**config.mk**
```make
export PLATFORM = sky130hd
export DESIGN_NAME = fp_div_seq
export DESIGN_NICKNAME = d
export VERILOG_FILES = /design/src/rtl/fp_div_pkg.sv /design/src/rtl/fp_classify.sv /design/src/rtl/fp_div_seq.sv
export SDC_FILE = /design/constraint.sdc
export NUM_CORES = 1
export LEC_CHECK = 0
export CORE_ASPECT_RATIO = 0.7
export CORE_MARGIN = 5
export CORE_UTILIZATION = 45
export CTS_CLUSTER_DIAMETER = 120
export DETAILED_ROUTE_END_ITERATION = 16
export PLACE_DENSITY = 0.77
export RECOVER_POWER = 25
export SLEW_MARGIN = 15
export SYNTH_ARGS = -nofsm -noshare
export SYNTH_HDL_FRONTEND = slang
export SYNTH_SLANG_ARGS = --single-unit
```
**constraint.sdc**
```tcl
create_clock -name clk -period 17.2 [get_ports clk]
set_input_delay 3.44 -clock clk [delete_from_list [all_inputs] [get_ports clk]]
set_output_delay 3.44 -clock clk [all_outputs]
set_load 0.1 [all_outputs]
```
**src/rtl/fp_div_pkg.sv**
```systemverilog
// Shared definitions for the sequential floating-point divider.
package fp_div_pkg;

  // Controller states; the encoding is fixed so waveforms read the same across builds.
  typedef enum logic [2:0] {
    S_IDLE   = 3'd0,
    S_UNPACK = 3'd1,
    S_DIV    = 3'd2,
    S_ROUND  = 3'd3,
    S_DONE   = 3'd4
  } state_t;

  // Bit positions inside the 5-bit exception flag word.
  localparam int FLAG_W = 5;
  localparam int FLG_NV = 4;  // invalid operation
  localparam int FLG_DZ = 3;  // division by zero
  localparam int FLG_OF = 2;  // overflow
  localparam int FLG_UF = 1;  // underflow
  localparam int FLG_NX = 0;  // inexact

endpackage

```
**src/rtl/fp_classify.sv**
```systemverilog
// Combinational operand classifier. Exponent zero is treated as zero, so
// denormals are flushed before they reach the divider.
module fp_classify
  import fp_div_pkg::*;
#(
  parameter int EXP_W = 8,
  parameter int MAN_W = 23
) (
  input  logic [EXP_W-1:0] exp_f,
  input  logic [MAN_W-1:0] frac,
  output logic             is_zero,
  output logic             is_inf,
  output logic             is_nan
);

  logic exp_ones;
  logic frac_zero;

  assign exp_ones  = &exp_f;
  assign frac_zero = ~|frac;

  assign is_zero = ~|exp_f;
  assign is_inf  = exp_ones & frac_zero;
  assign is_nan  = exp_ones & ~frac_zero;

endmodule

```
**src/rtl/fp_div_seq.sv**
```systemverilog
// Sequential IEEE-754 divider: res = n / x using a radix-2 restoring
// mantissa divider (one quotient bit per cycle) and round-to-nearest-even.
module fp_div_seq
  import fp_div_pkg::*;
#(
  parameter int EXP_W = 8,
  parameter int MAN_W = 23
) (
  input  logic                       clk,
  input  logic                       rst_n,
  input  logic                       r_i,
  input  logic [EXP_W+MAN_W:0]       n,
  input  logic [EXP_W+MAN_W:0]       x,
  output logic [EXP_W+MAN_W:0]       res,
  output logic [FLAG_W-1:0]          flags,
  output logic                       r_o,
  output logic                       busy
);

  localparam int W     = 1 + EXP_W + MAN_W;
  localparam int BIAS  = 2**(EXP_W-1) - 1;
  localparam int ITERS = MAN_W + 3;          // quotient bits produced
  localparam int CNT_W = $clog2(ITERS);
  localparam int QW    = MAN_W + 3;          // quotient width, MSB has weight 1
  localparam int RW    = MAN_W + 2;          // partial remainder width
  localparam int E_W   = EXP_W + 2;          // signed exponent work width

  // ---------------------------------------------------------------------------
  // State and datapath registers
  // ---------------------------------------------------------------------------
  state_t           state, state_nxt;
  logic [W-1:0]     n_q, x_q;
  logic [CNT_W-1:0] cnt;
  logic [RW-1:0]    rem;
  logic [QW-1:0]    quo;

  // Operand fields
  logic             sign_q;
  logic [EXP_W-1:0] exp_n, exp_x;
  logic [MAN_W-1:0] frac_n, frac_x;

  assign sign_q = n_q[W-1] ^ x_q[W-1];
  assign exp_n  = n_q[W-2:MAN_W];
  assign exp_x  = x_q[W-2:MAN_W];
  assign frac_n = n_q[MAN_W-1:0];
  assign frac_x = x_q[MAN_W-1:0];

  // ---------------------------------------------------------------------------
  // Operand classification
  // ---------------------------------------------------------------------------
  logic zero_n, inf_n, nan_n;
  logic zero_x, inf_x, nan_x;

  fp_classify #(.EXP_W(EXP_W), .MAN_W(MAN_W)) u_cls_n (
    .exp_f   (exp_n),
    .frac    (frac_n),
    .is_zero (zero_n),
    .is_inf  (inf_n),
    .is_nan  (nan_n)
  );

  fp_classify #(.EXP_W(EXP_W), .MAN_W(MAN_W)) u_cls_x (
    .exp_f   (exp_x),
    .frac    (frac_x),
    .is_zero (zero_x),
    .is_inf  (inf_x),
    .is_nan  (nan_x)
  );

  // ---------------------------------------------------------------------------
  // Special-operand result, decided in UNPACK
  // ---------------------------------------------------------------------------
  logic              special;
  logic [W-1:0]      spec_res;
  logic [FLAG_W-1:0] spec_flags;

  // Select the fixed result for NaN/inf/zero operand combinations.
  always_comb begin
    // NOTE: every output of a combinational block gets a default before any
    // branch; a path that leaves one unassigned would infer a latch.
    special    = 1'b1;
    spec_res   = '0;
    spec_flags = '0;
    if (nan_n || nan_x || (zero_n && zero_x) || (inf_n && inf_x)) begin
      spec_res           = {1'b0, {EXP_W{1'b1}}, 1'b1, {(MAN_W-1){1'b0}}};
      spec_flags[FLG_NV] = 1'b1;
    end else if (inf_n) begin
      spec_res = {sign_q, {EXP_W{1'b1}}, {MAN_W{1'b0}}};
    end else if (zero_x) begin
      spec_res           = {sign_q, {EXP_W{1'b1}}, {MAN_W{1'b0}}};
      spec_flags[FLG_DZ] = 1'b1;
    end else if (inf_x || zero_n) begin
      spec_res = {sign_q, {(W-1){1'b0}}};
    end else begin
      special = 1'b0;
    end
  end

  // ---------------------------------------------------------------------------
  // Restoring division step
  // ---------------------------------------------------------------------------
  logic [RW-1:0] div_b;
  logic [RW-1:0] rem_sel;
  logic [RW-1:0] rem_nxt;
  logic          rem_ge;

  assign div_b = {1'b0, 1'b1, frac_x};

  // Subtract the divisor when it fits, then shift the remainder for the next bit.
  // The remainder stays below twice the divisor, so the shift never loses a bit.
  always_comb begin
    rem_ge  = (rem >= div_b);
    rem_sel = rem_ge ? (rem - div_b) : rem;
    rem_nxt = rem_sel << 1;
  end

  // ---------------------------------------------------------------------------
  // Normalise, round to nearest even, range check
  // ---------------------------------------------------------------------------
  logic                  norm;
  logic [QW-1:0]         qn;
  logic [MAN_W:0]        man;
  logic                  guard, sticky, round_up, carry;
  logic [MAN_W+1:0]      man_r;
  logic [MAN_W-1:0]      frac_r;
  logic signed [E_W-1:0] e_rnd;
  logic [W-1:0]          rnd_res;
  logic [FLAG_W-1:0]     rnd_flags;

  // Build the final packed result and flags from quotient, remainder and exponents.
  always_comb begin
    norm      = ~quo[QW-1];
    qn        = norm ? {quo[QW-2:0], 1'b0} : quo;
    man       = qn[QW-1:2];
    guard     = qn[1];
    sticky    = qn[0] | (|rem);
    round_up  = guard & (sticky | man[0]);
    man_r     = {1'b0, man} + {{(MAN_W+1){1'b0}}, round_up};
    carry     = man_r[MAN_W+1];
    frac_r    = carry ? man_r[MAN_W:1] : man_r[MAN_W-1:0];
    e_rnd     = $signed({2'b00, exp_n}) - $signed({2'b00, exp_x})
              + $signed(E_W'(BIAS)) - $signed(E_W'(norm)) + $signed(E_W'(carry));
    rnd_res   = {sign_q, e_rnd[EXP_W-1:0], frac_r};
    rnd_flags = '0;
    rnd_flags[FLG_NX] = guard | sticky;
    if (e_rnd >= $signed(E_W'(2**EXP_W - 1))) begin
      rnd_res           = {sign_q, {EXP_W{1'b1}}, {MAN_W{1'b0}}};
      rnd_flags[FLG_OF] = 1'b1;
      rnd_flags[FLG_NX] = 1'b1;
    end else if (e_rnd <= $signed(E_W'(0))) begin
      rnd_res           = {sign_q, {(W-1){1'b0}}};
      rnd_flags[FLG_UF] = 1'b1;
      rnd_flags[FLG_NX] = 1'b1;
    end
  end

  // ---------------------------------------------------------------------------
  // Controller
  // ---------------------------------------------------------------------------

  // State register; reset drops any operation in flight.
  always_ff @(posedge clk or negedge rst_n) begin
    if (!rst_n) begin
      state <= S_IDLE;
    end else begin
      // NOTE: sequential state uses non-blocking assignment so every register
      // samples pre-edge values regardless of block ordering.
      state <= state_nxt;
    end
  end

  // Next-state decode and status outputs.
  always_comb begin
    state_nxt = state;
    busy      = (state != S_IDLE);
    r_o       = 1'b0;
    case (state)
      S_IDLE:   if (r_i) state_nxt = S_UNPACK;
      S_UNPACK: state_nxt = special ? S_DONE : S_DIV;
      S_DIV:    if (cnt == CNT_W'(ITERS - 1)) state_nxt = S_ROUND;
      S_ROUND:  state_nxt = S_DONE;
      S_DONE: begin
        r_o       = 1'b1;
        state_nxt = S_IDLE;
      end
      default:  state_nxt = S_IDLE;
    endcase
  end

  // Datapath: latch operands, iterate the divider, load the result on entry to DONE.
  always_ff @(posedge clk or negedge rst_n) begin
    if (!rst_n) begin
      n_q   <= '0;
      x_q   <= '0;
      cnt   <= '0;
      rem   <= '0;
      quo   <= '0;
      res   <= '0;
      flags <= '0;
    end else begin
      case (state)
        S_IDLE: begin
          if (r_i) begin
            n_q <= n;
            x_q <= x;
          end
        end
        S_UNPACK: begin
          rem <= {1'b0, 1'b1, frac_n};
          quo <= '0;
          cnt <= '0;
          if (special) begin
            res   <= spec_res;
            flags <= spec_flags;
          end
        end
        S_DIV: begin
          rem <= rem_nxt;
          quo <= {quo[QW-2:0], rem_ge};
          cnt <= cnt + CNT_W'(1);
        end
        S_ROUND: begin
          res   <= rnd_res;
          flags <= rnd_flags;
        end
        default: ;
      endcase
    end
  end

endmodule

```
==> impl_metrics.tcl, run 1 <==
set metrics [dict create \
    outcome "finished with violations" \
    violations "capacitance limit, slew limit" \
    hpwl_um 19100 \
    antenna_left 0 \
    antenna_found_initial 0 \
    synth_edf_count 0 \
    worst-path-buf-inv 2 \
    crit_start "rst_n" \
    synth_top_cell_by_area "dfrtp_1" \
    maxCapViolations 3 \
    gr-usage-met1_pct 33.4 \
    synthFlopType "dfrtp_1" \
    use_met3_pct 3.95 \
    use_met2_pct 30.5 \
    synthArstFlopShare_pct 100 \
    drt_iter0_drc 780 \
    period_minus_slack_ns 7.43 \
    ctsResizeCount 0 \
    cp.required_ns 17.56 \
    finalHoldViolCount 0 \
    place_congestion 0.923 \
    initial_utilization_pct 46.3 \
    fin_nets 1245 \
    tightest_slew_ns 4.60 \
    netlist.area_leader.share_pct 41.4 \
    gr-total-overflow 0 \
    coreArea_um2 20900 \
    path_class "primary input to asynchronous set/reset pin" \
    synth_commonest_cells "dfrtp_1 (160), nand2_1 (143), o21ai_0 (72)" \
    yosysWarnings 0 \
    avgSynthCellArea_um2 9.18 \
    place_ws_ns 11.26 \
    busiest_layer "met1" \
    hold_start "flags[2]" \
    synthCells 1055 \
    timing.final.ws_setup_ns 9.77 \
    path_clk_slew_ns 0.07 \
    grt_max_degree 87 \
    cts-root-buf "clkbuf_16" \
    yosysMostFrequentCell "dfrtp_1" \
    yosysUniqueCellTypes 71 \
    fillers 1859 \
    finalMaxSlewViolations 168 \
    fmax_mhz 135 \
    cts_max_level 4 \
    crit_family "buffers and inverters" \
    vias 8329 \
    setup_tns_ns 0 \
    synthTopCellsByArea "dfrtp_1 (41%), nand2_1 (5.5%), ha_1 (5.4%), mux2_2 (4.4%), o21ai_0 (3.7%)" \
    die_x_um 185 \
    cts_tree "done" \
    dr.pass1.iters 5 \
    setup_viol 0 \
    cts-buffers-inserted 17 \
    post-route-period-util_pct 43.2 \
    grt_pass1_wl_um 42700 \
    avgRoutedWirePerCell_um 18.4 \
    finClkSkew_ns 0.00881 \
    portBuffers 105 \
    syn_nets 1167 \
    clk_latency_ns 0.44 \
    wirelength_um 26200 \
    worst-path-max-fanout 86 \
    row_count 44 \
    track_usage_pct 21.4 \
    areaGrowthSynthToFinish_pct 18.2 \
    cp_data_arrival_time_ns 7.80 \
    endpoint_kind "asynchronous set/reset pin" \
    io_pins 106 \
    cpPeakStageDelay_ns 3.18 \
    r2r_setup_slack_ns 11.19 \
    vias_per_cell 5.86 \
    slew_headroom_pct -207 \
    numClockSinks 160 \
    hp-class "register to register" \
    dieHeight_um 133 \
    layout-drive-gt1-share_pct 7.51 \
    diodes 0 \
    cts_setup_buffers 0 \
    grt_pass1_vias 7988 \
    worstPathCellList "clkbuf_1, buf_4" \
    syn_area_um2 9680 \
    drc 0 \
    cp_slowest_cell "clkbuf_1" \
    r2r_start "quo[25]" \
    ys_seq_area_share_pct 41.4 \
    rsz0062_at_grt "false" \
    ys_ff_latch 160 \
    die_area_um2 24600 \
    cts_hold_buffers 0 \
    cts_buffer_depth 2 \
    cp-start-kind "primary input" \
]
## worst paths after layout
path	to	depth (start not counted)
worst max-delay path	quo[25]	2
worst min-delay path	flags[2]	2
worst max register to register	res[7]	22
worst min register to register	flags[2]	2
max in group clk	res[7]	22
min in group asynchronous	x_q[28]	1
## tightest hold or removal path, stage by stage (launching register included)
cell,delay [ns]
dfrtp_1,0.35
nand2_1,0.05
nand2_1,0.05
## routing by layer
metal | up-vias | wire length, um
li1 | 3923 | -
met1 | 4061 | 13000
met2 | 308 | 10900
met3 | 37 | 1850
met4 | 0 | 380
met5 | - | 0
## cell type report
type / instances / area (um^2) / share of cell area, %
clock inverter: 8 / 58.8 / 0.514
tap: 276 / 345 / 3.02
sequential: 160 / 4010 / 35.0
clock buffer: 23 / 478 / 4.18
timing repair buffer: 113 / 1090 / 9.52
inverter: 55 / 206 / 1.80
multi-input combinational: 786 / 5260 / 46.0
## through the flow
step,utilization (%),instances,hold slack [ns],area [um^2]
2_1_floorplan,-,1055,0.458,9680
3_3_place_gp,52.3,1390,0.470,10900
3_5_place_dp,52.3,1390,0.468,10900
4_1_cts,54.8,1421,0.490,11500
5_1_grt,54.7,1421,0.504,11400
6_report,54.7,1421,0.486,11400
## sequential cells by signal, summed over array words and instances (netlist names)
name   cells
res       32
flags      5
cnt        5
x_q       32
state      3
rem       25
quo       26
n_q       32
## cell families after synthesis
group / Yosys count / synth area share, %
buffers and inverters: 109 / 4.39
xor gates and xnor gates: 61 / 5.52
AOI/OAI and AO/OA: 259 / 17.5
DFF: 160 / 41.4
muxes: 66 / 7.31
and+or+nand+nor: 355 / 17.9
adders and majority gates: 45 / 6.05
## cells in the final DEF (no fill, tap or decap), drive strengths merged, types with 4 or more instances in the layout
| master | synthesis | final |
|---|---|---|
| dfrtp | 160 | 160 |
| nand2 | 144 | 144 |
| clkdlybuf4s50 | 0 | 104 |
| o21ai | 72 | 72 |
| nor2 | 65 | 65 |
| a21oi | 60 | 60 |
| inv | 55 | 55 |
| ha | 42 | 42 |
| mux2 | 38 | 38 |
| xor2 | 35 | 35 |
| a22o | 32 | 32 |
| mux2i | 28 | 28 |
| clkbuf | 44 | 28 |
| xnor2 | 26 | 26 |
| nand3 | 25 | 25 |
| nor4 | 20 | 20 |
| nand4 | 20 | 20 |
| nor3 | 19 | 19 |
| a21o | 18 | 18 |
| and3 | 18 | 18 |
| nand2b | 15 | 15 |
| a31oi | 12 | 12 |
| a211oi | 12 | 12 |
| o31ai | 8 | 8 |
| nor2b | 7 | 7 |
| and2 | 7 | 7 |
| o21a | 6 | 6 |
| clkinv | 0 | 5 |
| o2111ai | 4 | 4 |
| o21bai | 4 | 4 |
| buf | 10 | 4 |
| or3 | 4 | 4 |
Power of run 1 is not shown: default switching activity piles up to over one toggle a cycle in this logic, so the estimate is an artifact.
==> run 2: changes to the inputs <==
PLACE_DENSITY = 0.8   (was 0.77)
clock period = 6.39 ns   (was 17.2 ns; I/O delays follow)
==> impl_metrics.tcl, run 2 (same netlist as run 1, synthesis figures left out) <==
set metrics [dict create \
    cts-root-buf "clkbuf_16" \
    gr-total-overflow 0 \
    drc 0 \
    largestRegisters "n_q x32, res x32, x_q x32" \
    cts_buffer_depth 2 \
    cts_hold_buffers 0 \
    grt_max_degree 116 \
    io_pins 106 \
    path_class "register to register" \
    die_area_um2 24600 \
    areaGrowthSynthToFinish_pct 18.9 \
    layout-drive-gt1-share_pct 8.04 \
    cts_setup_buffers 0 \
    vias 8277 \
    fmax_mhz 174 \
    rsz0062_at_grt "false" \
    worst-path-max-fanout 14 \
    grt_pass1_vias 8008 \
    cp.required_ns 6.70 \
    vias_per_cell 5.83 \
    place_congestion 0.966 \
    coreArea_um2 20900 \
    die_x_um 185 \
    finalHoldViolCount 0 \
    finalMaxSlewViolations 116 \
    final_common_cell "dfrtp_1" \
    fillers 1825 \
    path_clk_slew_ns 0.06 \
    slew_headroom_pct -95.8 \
    cts-buffers-inserted 17 \
    maxCapViolations 1 \
    finClkSkew_ns 0.00924 \
    ctsResizeCount 0 \
    hpwl_um 18900 \
    drt_iter0_drc 737 \
    clk_latency_ns 0.43 \
    endpoint_kind "register" \
    period_minus_slack_ns 5.75 \
    cp_data_arrival_time_ns 6.06 \
    fin_nets 1244 \
    diodes 0 \
    post-route-period-util_pct 90.0 \
    initial_utilization_pct 46.3 \
    setup_tns_ns 0 \
    row_count 44 \
    setup_viol 0 \
    cp-start-kind "register" \
    outcome "finished with violations" \
    hp-class "register to register" \
    wirelength_um 26000 \
    tightest_slew_ns 2.94 \
    final_cell_mix "dfrtp_1 (160), nand2_1 (143), clkdlybuf4s50_1 (103)" \
    hold_ws_ns 0.491 \
    grt_pass1_wl_um 42400 \
    avgRoutedWirePerCell_um 18.3 \
    track_usage_pct 21.3 \
    portBuffers 105 \
    numClockSinks 160 \
    cts_tree "done" \
    violations "capacitance limit, slew limit" \
    dieHeight_um 133 \
    antenna_left 0 \
    dr.pass1.iters 5 \
    cts_max_level 4 \
    antenna_found_initial 0 \
]
run 2: worst paths after layout:
path	slack, ns	to	depth (start not counted)	startpoint
setup / recovery	0.64	res[7]	22	quo[25]
hold / removal	0.49	cnt[4]	1	cnt[4]
setup reg to reg	0.64	res[7]	22	quo[25]
max in group asynchronous	2.79	res[17]	2	rst_n
min in group asynchronous	1.76	x_q[18]	1	rst_n
hold reg to reg	0.49	cnt[4]	1	cnt[4]
run 2: metrics by stage:
stage	area, um^2	util, %	setup slack (ns)	cells
2_1_floorplan	9680	-	0.316	1055
3_3_place_gp	10900	52.2	0.871	1389
3_5_place_dp	10900	52.2	0.732	1389
4_1_cts	11500	55.0	0.676	1420
5_1_grt	11500	55.0	0.321	1420
6_report	11500	55.0	0.639	1420
run 2: layer usage:
| metal | vias to the layer above | global-route usage (%) | wire [um] |
|---|---|---|---|
| li1 | 3917 | - | - |
| met1 | 3993 | 32.7 | 12300 |
| met2 | 341 | 30.1 | 11100 |
| met3 | 26 | 5.29 | 2220 |
| met4 | 0 | 5.38 | 362 |
| met5 | - | 0 | 0 |
run 2: critical path: stages (launching register included):
cell and delay [ns]:
dfrtp_1 0.57, nand2b_1 0.26, a21boi_0 0.19, ha_1 0.22, nand2_1 0.08, a2111o_1 0.42
nor3_4 0.35, nand4_4 0.19, nor2_4 0.31, xor2_1 0.11, ha_1 0.19, a21o_1 0.15
ha_1 0.21, inv_1 0.08, fa_1 0.25, nor2b_4 0.06, o31a_1 0.27, o31a_1 0.28
or3_4 0.42, or4_4 0.51, nand3_2 0.18, nor2_4 0.09, a22o_1 0.22
run 2: final cells by class:
class | instances | area (um^2) | area share, %
multi-input combinational | 786 | 5270 | 45.8
sequential | 160 | 4000 | 34.8
timing repair buffer | 112 | 1100 | 9.55
clock buffer | 21 | 440 | 3.83
tap | 276 | 345 | 3.00
inverter | 55 | 206 | 1.79
clock inverter | 10 | 139 | 1.21
Power of run 2 is left out for the same reason.
==> RTL edit: new RTL, flow settings as in run 2 <==
`EXP_W` is set to 8 in 2 places; all go to 9.
--- a/src/rtl/fp_classify.sv
+++ b/src/rtl/fp_classify.sv
@@ -4,5 +4,5 @@
   import fp_div_pkg::*;
 #(
-  parameter int EXP_W = 8,
+  parameter int EXP_W = 9,
   parameter int MAN_W = 23
 ) (
--- a/src/rtl/fp_div_seq.sv
+++ b/src/rtl/fp_div_seq.sv
@@ -4,5 +4,5 @@
   import fp_div_pkg::*;
 #(
-  parameter int EXP_W = 8,
+  parameter int EXP_W = 9,
   parameter int MAN_W = 23
 ) (
Interface: changed (resized n, res and x); port bits go from 106 to 109. The function was not compared with the original's and may differ.
==> RTL edit against run 2 <==
The run still ends with max-capacitance violations, max-slew violations left; setup slack got worse by 0.20 ns; critical path depth fell by 1; via count grew 3.8%; routed wire length up 4.3%; sequential cell count increased by 3; die area rose by 1.4%; area after synthesis is 1.5% higher; cell count grew 1.3%; final area rose by 2.0%; clock skew grew 0.0062 ns; core utilization decreased by 0.59 points; critical path type unchanged.
Power is not shown: default switching activity piles up to over one toggle a cycle in this logic, so the estimate is an artifact.
==> RTL edit: results (changes against run 2) <==
drt:
  drt-pass1-iter-count: 6  # +1
  wl_per_cell_um: 18.9  # +3.0%
  vias_per_cell: 5.97  # +2.4%
  drt_iter0_markers: 771  # +4.6%
layout:
  layout-drive-gt1-share: 0.0890  # +0.00860
  biggestRegsByFlops: "n_q x33, res x33, x_q x33"
  fin_nets: 1260  # +1.3%
  final_cells: 1439  # +1.3%
timing:
  finClkSkew_ns: 0.0155  # +0.00623 ns
  slew_violations: 108  # -6.9%
grt:
  track_usage: 0.216  # +0.00273
  grt_max_degree: 108  # -6.9%
  grt_pass1_vias: 8123  # +1.4%
  grt_pass1_wl_mm: 44.1  # +4.0%
logic_synthesis:
  seq_area_frac_synth: 0.415  # +0.00143
  synth_compound_area_frac: 0.190  # +0.0155
  synthXorXnorAreaFrac: 0.0561  # +0.000953
  synth_mux_area_frac: 0.0677  # -0.00543
  synthTopCellsByArea: "dfrtp_1 (41%), ha_1 (5.6%), nand2_1 (5.2%)"
  syn_area_per_cell_um2: 9.26  # +0.95%
  synthTopCellsByCount: "dfrtp_1 (163), nand2_1 (136), o21ai_0 (97)"
  synth_nets: 1177  # +0.86%
clock_tree:
  worstSkewPairLatency_ns: 0.45  # +0.02 ns
floorplan:
  dieArea_um2: 24900  # +1.4%
setup_path:
  worst-path-max-fanout: 10  # -4
  crit_path_top_delay_cell: "or4_4"
placement:
  hpwl_mm: 19.8  # +4.8%
  port_buffers: 108  # +2.9%
  pre_cts_ws_ns: 0.217  # -0.515 ns
flow_run:
  cap_violations: 1  # unchanged
run_status:
  violations: "max-capacitance violations, max-slew violations"
  status: "complete, but fails checks"
min_path:
  min_from: "res[18]$_DFFE_PN0P_"
RTL edit: worst paths after layout:
kind,endpoint,slack (ns),depth (start not counted)
min in group asynchronous,n_q[9]$_DFFE_PN0P_,1.67,1
setup / recovery,res[7]$_DFFE_PN0P_,0.44,21
max in group asynchronous,quo[14]$_DFFE_PN0P_,2.84,2
hold reg to reg,res[18]$_DFFE_PN0P_,0.49,2
setup reg to reg,res[7]$_DFFE_PN0P_,0.44,21
hold / removal,res[18]$_DFFE_PN0P_,0.49,2
RTL edit: layer usage:
metal / up-vias / share of wire / global-route usage
met3: 38 / 0.079 / 0.0477
met2: 368 / 0.43 / 0.317
met1: 4204 / 0.48 / 0.324
li1: 3983 / - / -
met5: - / 0 / 0
met4: 0 / 0.016 / 0.0578
RTL edit: area by class of cell:
| cell class | count | area [µm²] | share of cell area |
|---|---|---|---|
| clock inverter | 15 | 179 | 0.0152 |
| clock buffer | 17 | 425 | 0.0363 |
| sequential | 163 | 4080 | 0.348 |
| multi-input combinational | 789 | 5330 | 0.454 |
| tap | 282 | 353 | 0.0301 |
| timing repair buffer | 118 | 1160 | 0.0992 |
| inverter | 55 | 206 | 0.0176 |
RTL edit: timing repair:
item                       4_1_cts  5_1_grt
resized for setup                0        4
setup endpoints to repair        0       31
buffers inserted                 0        1
RTL edit: stage by stage:
| stage | util | cell area, µm² | hold slack, ns |
|---|---|---|---|
| final | 0.544 | 11700 | 0.489 |
| after detailed placement | 0.515 | 11100 | 0.471 |
| after global routing | 0.544 | 11700 | 0.514 |
| after CTS | 0.543 | 11700 | 0.494 |
| after floorplan | - | 9830 | 0.458 |
| after global placement | 0.515 | 11100 | 0.467 |
